**src/rtl/line_nav_if.sv**
```systemverilog
// line_nav_if: control, sensor and motor signals between the sequencer and the line navigator.
interface line_nav_if #(
    parameter int unsigned N_SENSORS = 5,
    parameter int unsigned PATH_LEN  = 10
);
    logic                            start;
    logic                            abort;
    logic [2*PATH_LEN-1:0]           path;
    logic [N_SENSORS-1:0]            sensors;
    logic [3:0]                      dc;
    logic                            busy;
    logic                            done;
    logic                            fault;
    logic                            node_pulse;
    logic [$clog2(PATH_LEN+1)-1:0]   node_count;
    logic [1:0]                      cur_turn;

    modport master (
        output start, abort, path, sensors,
        input  dc, busy, done, fault, node_pulse, node_count, cur_turn
    );

    modport slave (
        input  start, abort, path, sensors,
        output dc, busy, done, fault, node_pulse, node_count, cur_turn
    );
endinterface

```
**src/rtl/line_nav_ctrl.sv**
```systemverilog
// line_nav_ctrl: N-sensor line follower with node debounce, node pause and path-driven pivots.
module line_nav_ctrl #(
    parameter int unsigned N_SENSORS     = 5,
    parameter int unsigned PATH_LEN      = 10,
    parameter int unsigned PWM_PERIOD    = 1000000,
    parameter int unsigned DUTY_FOLLOW   = 600000,
    parameter int unsigned DUTY_TURN     = 1000000,
    parameter int unsigned NODE_DEBOUNCE = 16,
    parameter int unsigned NODE_PAUSE    = 50000000,
    parameter int unsigned TURN_MIN      = 5000000,
    parameter int unsigned TURN_MAX      = 100000000,
    parameter int unsigned LOST_MAX      = 25000000
) (
    input logic       clk,
    input logic       rst_n,
    line_nav_if.slave bus
);
    localparam int unsigned C    = N_SENSORS / 2;
    localparam int unsigned PW   = $clog2(PWM_PERIOD + 1);
    localparam int unsigned TMAX = (NODE_PAUSE > TURN_MAX) ? NODE_PAUSE : TURN_MAX;
    localparam int unsigned TW   = $clog2(TMAX + 1);
    localparam int unsigned DW   = $clog2(NODE_DEBOUNCE + 1);
    localparam int unsigned LW   = $clog2(LOST_MAX + 1);
    localparam int unsigned IW   = $clog2(PATH_LEN + 1);

    typedef enum logic [2:0] {IDLE, FOLLOW, PAUSE, CROSS, TURN, DONE, FAULT} state_t;

    state_t                state, nxt;
    logic [N_SENSORS-1:0]  s_meta, s;
    logic [PW-1:0]         pwm_cnt;
    logic [TW-1:0]         timer;
    logic [DW-1:0]         deb_cnt;
    logic [LW-1:0]         lost_cnt;
    logic [IW-1:0]         idx, node_cnt;
    logic [2*PATH_LEN-1:0] path_q;
    logic [1:0]            code, turn_q;
    logic [3:0]            cmd;
    logic                  node, lost, drift_l, drift_r, reacq, load, node_ev, pwm_on, done_q, pulse_q;

    assign node    = ~|s;
    assign lost    = &s;
    assign drift_l = ~&s[N_SENSORS-1:C+1] & &s[C-1:0];
    assign drift_r = &s[N_SENSORS-1:C+1] & ~&s[C-1:0];
    assign reacq   = ~s[C] & s[N_SENSORS-1] & s[0];
    // Indexing past the last pair shifts in zeros, so it reads as the end code.
    assign code    = 2'(path_q >> {idx, 1'b0});
    assign node_ev = (state == FOLLOW) && (nxt == PAUSE);

    always_comb begin
        nxt  = state;
        load = 1'b0;
        unique case (state)
            IDLE, DONE: begin
                load = bus.start;
                nxt  = bus.start ? FOLLOW : state;
            end
            FOLLOW: nxt = (lost && lost_cnt == LW'(LOST_MAX - 1)) ? FAULT
                        : (node && deb_cnt == DW'(NODE_DEBOUNCE - 1)) ? PAUSE : FOLLOW;
            PAUSE:  nxt = (timer != TW'(NODE_PAUSE - 1)) ? PAUSE
                        : (code == 2'b00) ? DONE : (code == 2'b11) ? CROSS : TURN;
            CROSS:  nxt = node ? CROSS : FOLLOW;
            TURN:   nxt = (reacq && timer >= TW'(TURN_MIN)) ? FOLLOW
                        : (timer == TW'(TURN_MAX - 1)) ? FAULT : TURN;
            FAULT:  nxt = FAULT;
            default: nxt = IDLE;
        endcase
        if (bus.abort) begin
            nxt  = IDLE;
            load = 1'b0;
        end
    end

    always_ff @(posedge clk or negedge rst_n) begin
        if (!rst_n) begin
            state    <= IDLE;
            s_meta   <= '1;
            s        <= '1;
            pwm_cnt  <= '0;
            timer    <= '0;
            deb_cnt  <= '0;
            lost_cnt <= '0;
            idx      <= '0;
            node_cnt <= '0;
            path_q   <= '0;
            turn_q   <= 2'b00;
            done_q   <= 1'b0;
            pulse_q  <= 1'b0;
        end else begin
            state    <= nxt;
            s_meta   <= bus.sensors;
            s        <= s_meta;
            pwm_cnt  <= (pwm_cnt == PW'(PWM_PERIOD - 1)) ? '0 : pwm_cnt + 1'b1;
            timer    <= (nxt != state || !(state == PAUSE || state == TURN)) ? '0 : timer + 1'b1;
            deb_cnt  <= (nxt != state || state != FOLLOW || !node) ? '0 : deb_cnt + 1'b1;
            lost_cnt <= (nxt != state || state != FOLLOW || !lost) ? '0 : lost_cnt + 1'b1;
            path_q   <= load ? bus.path : path_q;
            idx      <= load ? '0 : (state == PAUSE && (nxt == TURN || nxt == CROSS)) ? idx + 1'b1 : idx;
            node_cnt <= load ? '0 : node_ev ? node_cnt + 1'b1 : node_cnt;
            turn_q   <= (load || nxt == IDLE || nxt == DONE) ? 2'b00
                      : (state == PAUSE && nxt != PAUSE) ? code : turn_q;
            done_q   <= (state != DONE) && (nxt == DONE);
            pulse_q  <= node_ev;
        end
    end

    // Motor command comes straight from registered state so reset silences it without a clock.
    assign cmd = (state == TURN)   ? ((turn_q == 2'b01) ? 4'b0010 : 4'b0100)
               : (state == FOLLOW) ? (drift_l ? 4'b0010 : drift_r ? 4'b0100 : 4'b0110)
               : (state == CROSS)  ? 4'b0110 : 4'b0000;
    assign pwm_on = (state == FOLLOW) ? (32'(pwm_cnt) < DUTY_FOLLOW) : (32'(pwm_cnt) < DUTY_TURN);

    assign bus.dc         = pwm_on ? cmd : 4'b0000;
    assign bus.busy       = !(state == IDLE || state == DONE || state == FAULT);
    assign bus.fault      = (state == FAULT);
    assign bus.done       = done_q;
    assign bus.node_pulse = pulse_q;
    assign bus.node_count = node_cnt;
    assign bus.cur_turn   = turn_q;
endmodule

```
**src/flat_wrapper.sv**
```systemverilog
// flat-port wrapper written by rule: the top's interface ports become plain ports
module line_nav_ctrl_flat 
#(
    parameter int unsigned N_SENSORS     = 5,
    parameter int unsigned PATH_LEN      = 10,
    parameter int unsigned PWM_PERIOD    = 1000000,
    parameter int unsigned DUTY_FOLLOW   = 600000,
    parameter int unsigned DUTY_TURN     = 1000000,
    parameter int unsigned NODE_DEBOUNCE = 16,
    parameter int unsigned NODE_PAUSE    = 50000000,
    parameter int unsigned TURN_MIN      = 5000000,
    parameter int unsigned TURN_MAX      = 100000000,
    parameter int unsigned LOST_MAX      = 25000000
)
  (clk, rst_n, bus_start, bus_abort, bus_path, bus_sensors, bus_dc, bus_busy, bus_done, bus_fault, bus_node_pulse, bus_node_count, bus_cur_turn);
  line_nav_if #(.N_SENSORS(N_SENSORS), .PATH_LEN(PATH_LEN)) bus_i ();
  input logic clk;
  input logic rst_n;
  input wire logic [$bits(bus_i.start)-1:0] bus_start;
  input wire logic [$bits(bus_i.abort)-1:0] bus_abort;
  input wire logic [$bits(bus_i.path)-1:0] bus_path;
  input wire logic [$bits(bus_i.sensors)-1:0] bus_sensors;
  output wire logic [$bits(bus_i.dc)-1:0] bus_dc;
  output wire logic [$bits(bus_i.busy)-1:0] bus_busy;
  output wire logic [$bits(bus_i.done)-1:0] bus_done;
  output wire logic [$bits(bus_i.fault)-1:0] bus_fault;
  output wire logic [$bits(bus_i.node_pulse)-1:0] bus_node_pulse;
  output wire logic [$bits(bus_i.node_count)-1:0] bus_node_count;
  output wire logic [$bits(bus_i.cur_turn)-1:0] bus_cur_turn;
  assign bus_i.start = bus_start;
  assign bus_i.abort = bus_abort;
  assign bus_i.path = bus_path;
  assign bus_i.sensors = bus_sensors;
  assign bus_dc = bus_i.dc;
  assign bus_busy = bus_i.busy;
  assign bus_done = bus_i.done;
  assign bus_fault = bus_i.fault;
  assign bus_node_pulse = bus_i.node_pulse;
  assign bus_node_count = bus_i.node_count;
  assign bus_cur_turn = bus_i.cur_turn;
  line_nav_ctrl #(.N_SENSORS(N_SENSORS), .PATH_LEN(PATH_LEN), .PWM_PERIOD(PWM_PERIOD), .DUTY_FOLLOW(DUTY_FOLLOW), .DUTY_TURN(DUTY_TURN), .NODE_DEBOUNCE(NODE_DEBOUNCE), .NODE_PAUSE(NODE_PAUSE), .TURN_MIN(TURN_MIN), .TURN_MAX(TURN_MAX), .LOST_MAX(LOST_MAX)) u_core (.clk(clk), .rst_n(rst_n), .bus(bus_i));
endmodule
```
**config.mk**
```make
export PLATFORM = sky130hd
export DESIGN_NAME = line_nav_ctrl_flat
export DESIGN_NICKNAME = d
export VERILOG_FILES = /design/src/rtl/line_nav_if.sv /design/src/rtl/line_nav_ctrl.sv /design/src/flat_wrapper.sv
export SDC_FILE = /design/constraint.sdc
export NUM_CORES = 1
export LEC_CHECK = 0
export CORE_UTILIZATION = 61
export CTS_BUF_LIST = sky130_fd_sc_hd__clkbuf_4
export DETAILED_ROUTE_END_ITERATION = 8
export HOLD_SLACK_MARGIN = 0.05
export PLACE_DENSITY = 0.85
export SLEW_MARGIN = 10
export SYNTH_ARGS = -nofsm -noshare
export SYNTH_HDL_FRONTEND = slang
export SYNTH_SLANG_ARGS = --single-unit
```
**constraint.sdc**
```tcl
create_clock -name clk -period 4.4 [get_ports clk]
set_clock_uncertainty 0.15 [all_clocks]
set_input_delay 0.66 -clock clk [delete_from_list [all_inputs] [get_ports clk]]
set_output_delay 0.66 -clock clk [all_outputs]
set_load 0.01 [all_outputs]
```
-- Word-level counts from Yosys, hierarchy flattened
Index checks and enable logic that the tools add are counted.
- register bits after elaboration: 122
- input port bits: 29
- word-level logic and storage cells: 114
- output and inout bits: 14
- equality and inequality tests: 21
- bitwise operators: 5
- add/subtract/negate cells: 6
- order comparisons: 3
- shift operators: 1
- muxes and demuxes: 31
- reduce and logical (&&, ||, !) cells: 34
- operators by type and width (operator ; count):
    20-bit less-than comparator, second input constant ; 2
    4-bit 2-to-1 mux ; 8
    27-bit by 1-bit adder with 27-bit output, second input constant ; 1
    27-bit equality test, second input constant ; 1
    27-bit by 23-bit greater-or-equal comparator with 1-bit output, second input constant ; 1
    27-bit 2-to-1 mux ; 1
    3-bit 2-to-1 mux ; 9
    27-bit by 26-bit != test with 1-bit output, second input constant ; 1
    25-bit by 1-bit adder with 25-bit output, second input constant ; 1
    25-bit equality test, second input constant ; 1
    25-bit 2-to-1 mux ; 1
    20-bit by 1-bit adder with 20-bit output, second input constant ; 1
    20-bit equality test, second input constant ; 1
    20-bit 2-to-1 mux ; 1
    20-bit by 5-bit right shift with 2-bit output ; 1
    3-bit case mux with 6 select lines ; 1
    3-bit equality test, second input constant ; 5
    3-bit by 2-bit equality test with 1-bit output, second input constant ; 4
    2-bit 2-to-1 mux ; 6
    1-bit logical OR ; 10
    4-bit by 1-bit adder with 4-bit output, second input constant ; 2
    1-bit logical AND ; 7
    1-bit logical NOT ; 6
    3-bit logical NOT ; 2
    other kinds (19) ; 27

-- Logic depth before layout (Yosys ltp)
- depth after elaboration: 12
- gate-level depth with buffers: 15
- mapped depth without buffers: 13

-- Worst setup path after synthesis
No wires, ideal clock.
- path type: reg2reg
- start point: register u_core.idx[0]
- end point: register u_core.idx[2]
- cell stages (with the launch flop): 14
- buffers on the path: 1
- arrival: 3.109 ns
- setup time: 0.077 ns
- period minus slack after synthesis: 3.336 ns
- data required time: 4.173 ns
- setup slack: 1.064 ns
- path through: dfrtp_1 > clkbuf_1 > mux4_2 > mux2i_1 > o21ai_0 > ha_1 > nor2_1 > a41oi_1 > o21ai_0 > o311ai_4 > nor2_1 > a21boi_2 > or3_1 > a21oi_1
- cells in the longest elaborated chain, start to end: 11
- elaborated cells between the ends (all ways): 16
- classes of those cells: 1 x add/sub; 3 x eq/ne; 1 x shift; 7 x mux; 4 x reduce/logical
- RTL lines (item ; RTL line ; RTL):
    start: declaration ; line_nav_ctrl.sv:34 ; logic [IW-1:0] idx, node_cnt;
    start signal: assignment ; line_nav_ctrl.sv:97 ; idx <= load ? '0 : (state == PAUSE && (nxt == TURN || nxt == CROSS)) ? idx + 1'b1 : idx;
    20-bit by 5-bit right shift with 2-bit output ; line_nav_ctrl.sv:46 ; assign code = 2'(path_q >> {idx, 1'b0});
    2-bit equality test ; line_nav_ctrl.sv:60 ; : (code == 2'b00) ? DONE : (code == 2'b11) ? CROSS : TURN;
    3-bit 2-to-1 mux (2 in series) ; line_nav_ctrl.sv:60 ;
    3-bit 2-to-1 mux ; line_nav_ctrl.sv:59 ; PAUSE: nxt = (timer != TW'(NODE_PAUSE - 1)) ? PAUSE
    3-bit case mux with 6 select lines ; line_nav_ctrl.sv:52 ; unique case (state)
    3-bit 2-to-1 mux ; line_nav_ctrl.sv:67 ; if (bus.abort) begin
    3-bit equality test or 3-bit by 2-bit equality test with 1-bit output (tied branches) ; line_nav_ctrl.sv:97 ;
    1-bit logical OR ; line_nav_ctrl.sv:97 ;
    1-bit logical AND ; line_nav_ctrl.sv:97 ;
    2-bit nonzero test (no source line) ; -- ;
Parallel ways exist; a longest one is shown, timed or not. The select of a mux whose other input is x is not followed.
A chain may end at the register's enable or synchronous reset.

-- Worst setup path after layout
- start point: register u_core.idx[0]
- end point: register u_core.lost_cnt[14]
- cells in the longest elaborated chain, start to end: 11
- elaborated cells between the ends (all ways): 12
- classes of those cells: 2 x eq/ne; 1 x shift; 6 x mux; 3 x reduce/logical
- RTL lines (item ; RTL line ; RTL):
    20-bit by 5-bit right shift with 2-bit output (*) ; line_nav_ctrl.sv:46 ;
    2-bit equality test ; line_nav_ctrl.sv:60 ;
    3-bit 2-to-1 mux ; line_nav_ctrl.sv:60 ;
    3-bit 2-to-1 mux (*) ; line_nav_ctrl.sv:60 ;
    3-bit 2-to-1 mux (*) ; line_nav_ctrl.sv:59 ;
    3-bit case mux with 6 select lines (*) ; line_nav_ctrl.sv:52 ;
    3-bit 2-to-1 mux (*) ; line_nav_ctrl.sv:67 ;
    3-bit != test (*) ; line_nav_ctrl.sv:95 ; lost_cnt <= (nxt != state || state != FOLLOW || !lost) ? '0 : lost_cnt + 1'b1;
    1-bit logical OR (*) (2 in series) ; line_nav_ctrl.sv:95 ;
    25-bit 2-to-1 mux (*) ; line_nav_ctrl.sv:95 ;
    end signal: assignment ; line_nav_ctrl.sv:95 ;
    end: declaration ; line_nav_ctrl.sv:33 ; logic [LW-1:0] lost_cnt;
Mark *: on every way between the ends. The rest lies on a longest branch, timed or not.

==> metrics.md <==
| Metric | Value |
|---|---|
| Status | `completed` |
| Leakage | `about 3.0 nW` |
| Final min period | `3920 ps` |
| R2r setup slk | `480 ps` |
| R2R depth | `11` |
| H-tree depth | `4` |
| TritonCTS clock tree | `done` |
| DRC viols | `0` |
| Final Max Tran Viols | `0` |
| Syn_area_per_cell | `9.70 sq um` |
| Gr usage total | `0.259` |
| Netlist cell types | `67` |
| Top post-synthesis cells by area | `dfrtp_1, nor2_1, xor2_1` |
| Crit path DAT | `about 4200 ps` |
| Post-CTS Hold Buffers | `0` |
| Final RePlAce weighted congestion | `about 0.85` |
| FFs w/ async S/R, synth | `1.00` |
| Setup repair after global routing missed its margin | `no` |
| Setup violators final | `0` |
| Largest net degree at the start of global routing | `85` |
| Final hold viol count | `0` |
| Diode count | `0` |
| Footprint of the multi-input gates | `between 2000 and 3000 sq um` |
| GR Overflow Total | `0` |
| Worst Path Class, Setup | `reg2reg` |
| Core Area | `9820 sq um` |
| Vias/cell | `about 5.7` |
| Die W | `103 microns` |
| Final WL | `12.5 mm` |
| Cts bufs inserted | `17` |
| Area growth syn-to-layout | `11.7%` |
| CP startpoint | `u_core.idx[0]` |
| CTS Buffer Depth | `2` |
| Number of flops mapped to enable cells by yosys | `0` |
| Worst R2R End | `u_core.lost_cnt[14]` |
| Register area share after synthesis | `0.495` |
| DR vias | `~4700` |
| Type of the most critical hold path | `in2async` |
| Share of cells above drive strength 1 | `0.107` |
| Filler Cells Inserted | `roughly 740` |
| Mapped Cells | `638` |
| WHS | `136 ps` |
| Reg2reg start | `u_core.idx[0]` |
| Synth area leader | `dfrtp_1` |
| Core Util, Final | `0.704` |
| Tcrit/Tclk final | `0.892` |
| Primary FF master, synth | `dfrtp_1` |
| Peak VDD IR | `223 uV` |
| Worst-path clk slew | `100 ps` |
| Initial antenna violation count | `0` |
| Pre-CTS setup slack | `520 ps` |
| PostCTS Resize Cnt | `0` |
| Most frequent cells in the layout | `dfrtp_1, nor2_1, nand2_1` |
| Mapped Area | `approximately 6200 sq um` |
| Post CTS Setup Buffer Count | `0` |
| Input/output buffers | `40` |
| Setup_tns | `0 ps` |
| FF+latch area | `3070 sq um` |
| Max Fclk | `roughly 250 MHz` |
| Slew headroom | `0.305` |
| Yosys top cell area share | `0.453` |
| Routed len/inst | `around 15 microns` |
| Reported max-cap violation count | `0` |
| FP Rows | `36` |
| Die area | `10600 sq um` |
| Dpl hpwl | `8.56 mm` |
| Post-synthesis sequential element count | `122` |
| Setup ws final | `476 ps` |
| Starting density of the core | `0.630` |
| Clk Latency, worst-skew pair | `530 ps` |
| PwrDens | `297 nW/um^2` |
| Drt pass-1 iters | `4` |
| Yosys warning total | `0` |
| Nets | `717` |
| Antenna Nets Post-Route | `0` |
| Global-route wire length before repair | `20.7 mm` |
| Crit Path Max Fanout | `24` |
| Clk root buf | `clkbuf_4` |
| Die Ht | `slightly above 100 microns` |
| Slew @ Worst Pin | `roughly 1000 ps` |
| CP endpoint kind | `flip-flop` |
| IO Count | `43` |
| Startpoint types | `flip-flop` |
| Required @ worst endpoint | `4690 ps` |
| Commonest non-fill, non-tap cell in the layout | `dfrtp_1` |
| Sink Count | `122` |
| Number of global-route vias before repair | `4578` |
| 1st-iter DRT viols | `282` |
[stage by stage]
stage	power, W	instance area [sq um]	instances
5_1_grt	0.00215	6910	824
4_1_cts	0.00208	6910	824
6_report	0.00205	6910	824
3_3_place_gp	0.00133	6650	792
3_5_place_dp	0.00134	6650	792
2_1_floorplan	0.00126	6190	639
[state kept, by name (all words and copies together), names as in the netlist]
signal                 flops
u_core.state               3
u_core.bus.cur_turn        2
u_core.idx                 4
u_core.s                   5
u_core.path_q             20
u_core.deb_cnt             5
u_core.pwm_cnt            20
u_core.bus.node_pulse      1
u_core.lost_cnt           25
u_core.s_meta              5
u_core.bus.done            1
u_core.bus.node_count      4
u_core.timer              27
[logic make-up after synthesis]
group / Yosys count / share of synthesized area
AOI/OAI and AO/OA: 47 / 0.0546
xor gates and xnor gates: 70 / 0.0991
adders and majority gates: 10 / 0.0202
buffers and inverters: 31 / 0.0267
DFF: 122 / 0.495
muxes: 12 / 0.0275
other: 1 / 0.000606
and+or+nand+nor: 345 / 0.276
[routing by layer]
layer / global-route usage / up-vias / share of wire
li1: - / 2248 / -
met1: 0.328 / 2300 / 0.44
met2: 0.421 / 125 / 0.49
met3: 0.0732 / 23 / 0.051
met4: 0.103 / 0 / 0.017
met5: 0 / - / 0
[critical path, stage by stage (launching register included)]
cell and delay, ps:
dfrtp_1 650, mux4_2 560, mux2i_1 120, o21ai_0 170, ha_1 320, nor2b_1 110
nand4_1 90, a21oi_1 190, a21oi_2 120, nor4_1 460, nand2_1 610, nor2_1 290
[area by class of cell]
type                    instances  area share
repair buffers                 44      0.0619
well taps                     133      0.0241
clock inverters                11      0.0152
flip-flops and latches        122       0.444
inverters                       7     0.00380
clock buffers                  21      0.0228
multi-input cells             486       0.429
[Yosys cell counts (2+ instances only)]
| master | number |
|---|---|
| a211o_1 | 2 |
| a21oi_1 | 10 |
| a31o_2 | 2 |
| and2_1 | 6 |
| and3_1 | 18 |
| and3_2 | 3 |
| and3b_1 | 2 |
| and4_1 | 4 |
| and4b_1 | 2 |
| buf_4 | 2 |
| buf_6 | 4 |
| clkbuf_1 | 16 |
| dfrtp_1 | 112 |
| dfstp_2 | 10 |
| ha_1 | 10 |
| inv_1 | 7 |
| mux2i_1 | 8 |
| mux4_2 | 4 |
| nand2_1 | 102 |
| nand2b_1 | 7 |
| nand3_1 | 32 |
| nand3b_1 | 6 |
| nand4_1 | 13 |
| nand4b_1 | 2 |
| nor2_1 | 103 |
| nor2b_1 | 3 |
| nor3_1 | 9 |
| nor4_1 | 6 |
| nor4b_1 | 2 |
| nor4bb_1 | 2 |
| o211ai_1 | 2 |
| o21ai_0 | 17 |
| o31ai_1 | 2 |
| or3_1 | 6 |
| or4_1 | 2 |
| xnor2_1 | 26 |
| xor2_1 | 44 |
[worst max path at each step]
stage | slack, ps | to
2_1_floorplan | 1060 | u_core.idx[2]
3_3_place_gp | 750 | u_core.lost_cnt[23]
3_5_place_dp | 520 | u_core.lost_cnt[14]
4_1_cts | 470 | u_core.lost_cnt[14]
5_1_grt | 50 | u_core.lost_cnt[14]
6_report | 480 | u_core.lost_cnt[14]
[where the power goes]
group          total, W  internal [W]  switching [W]
Clock          0.000741      0.000352       0.000388
Combinational  0.000133     0.0000580      0.0000750
Sequential      0.00118       0.00116      0.0000230
(Power assumes the default switching activity.)
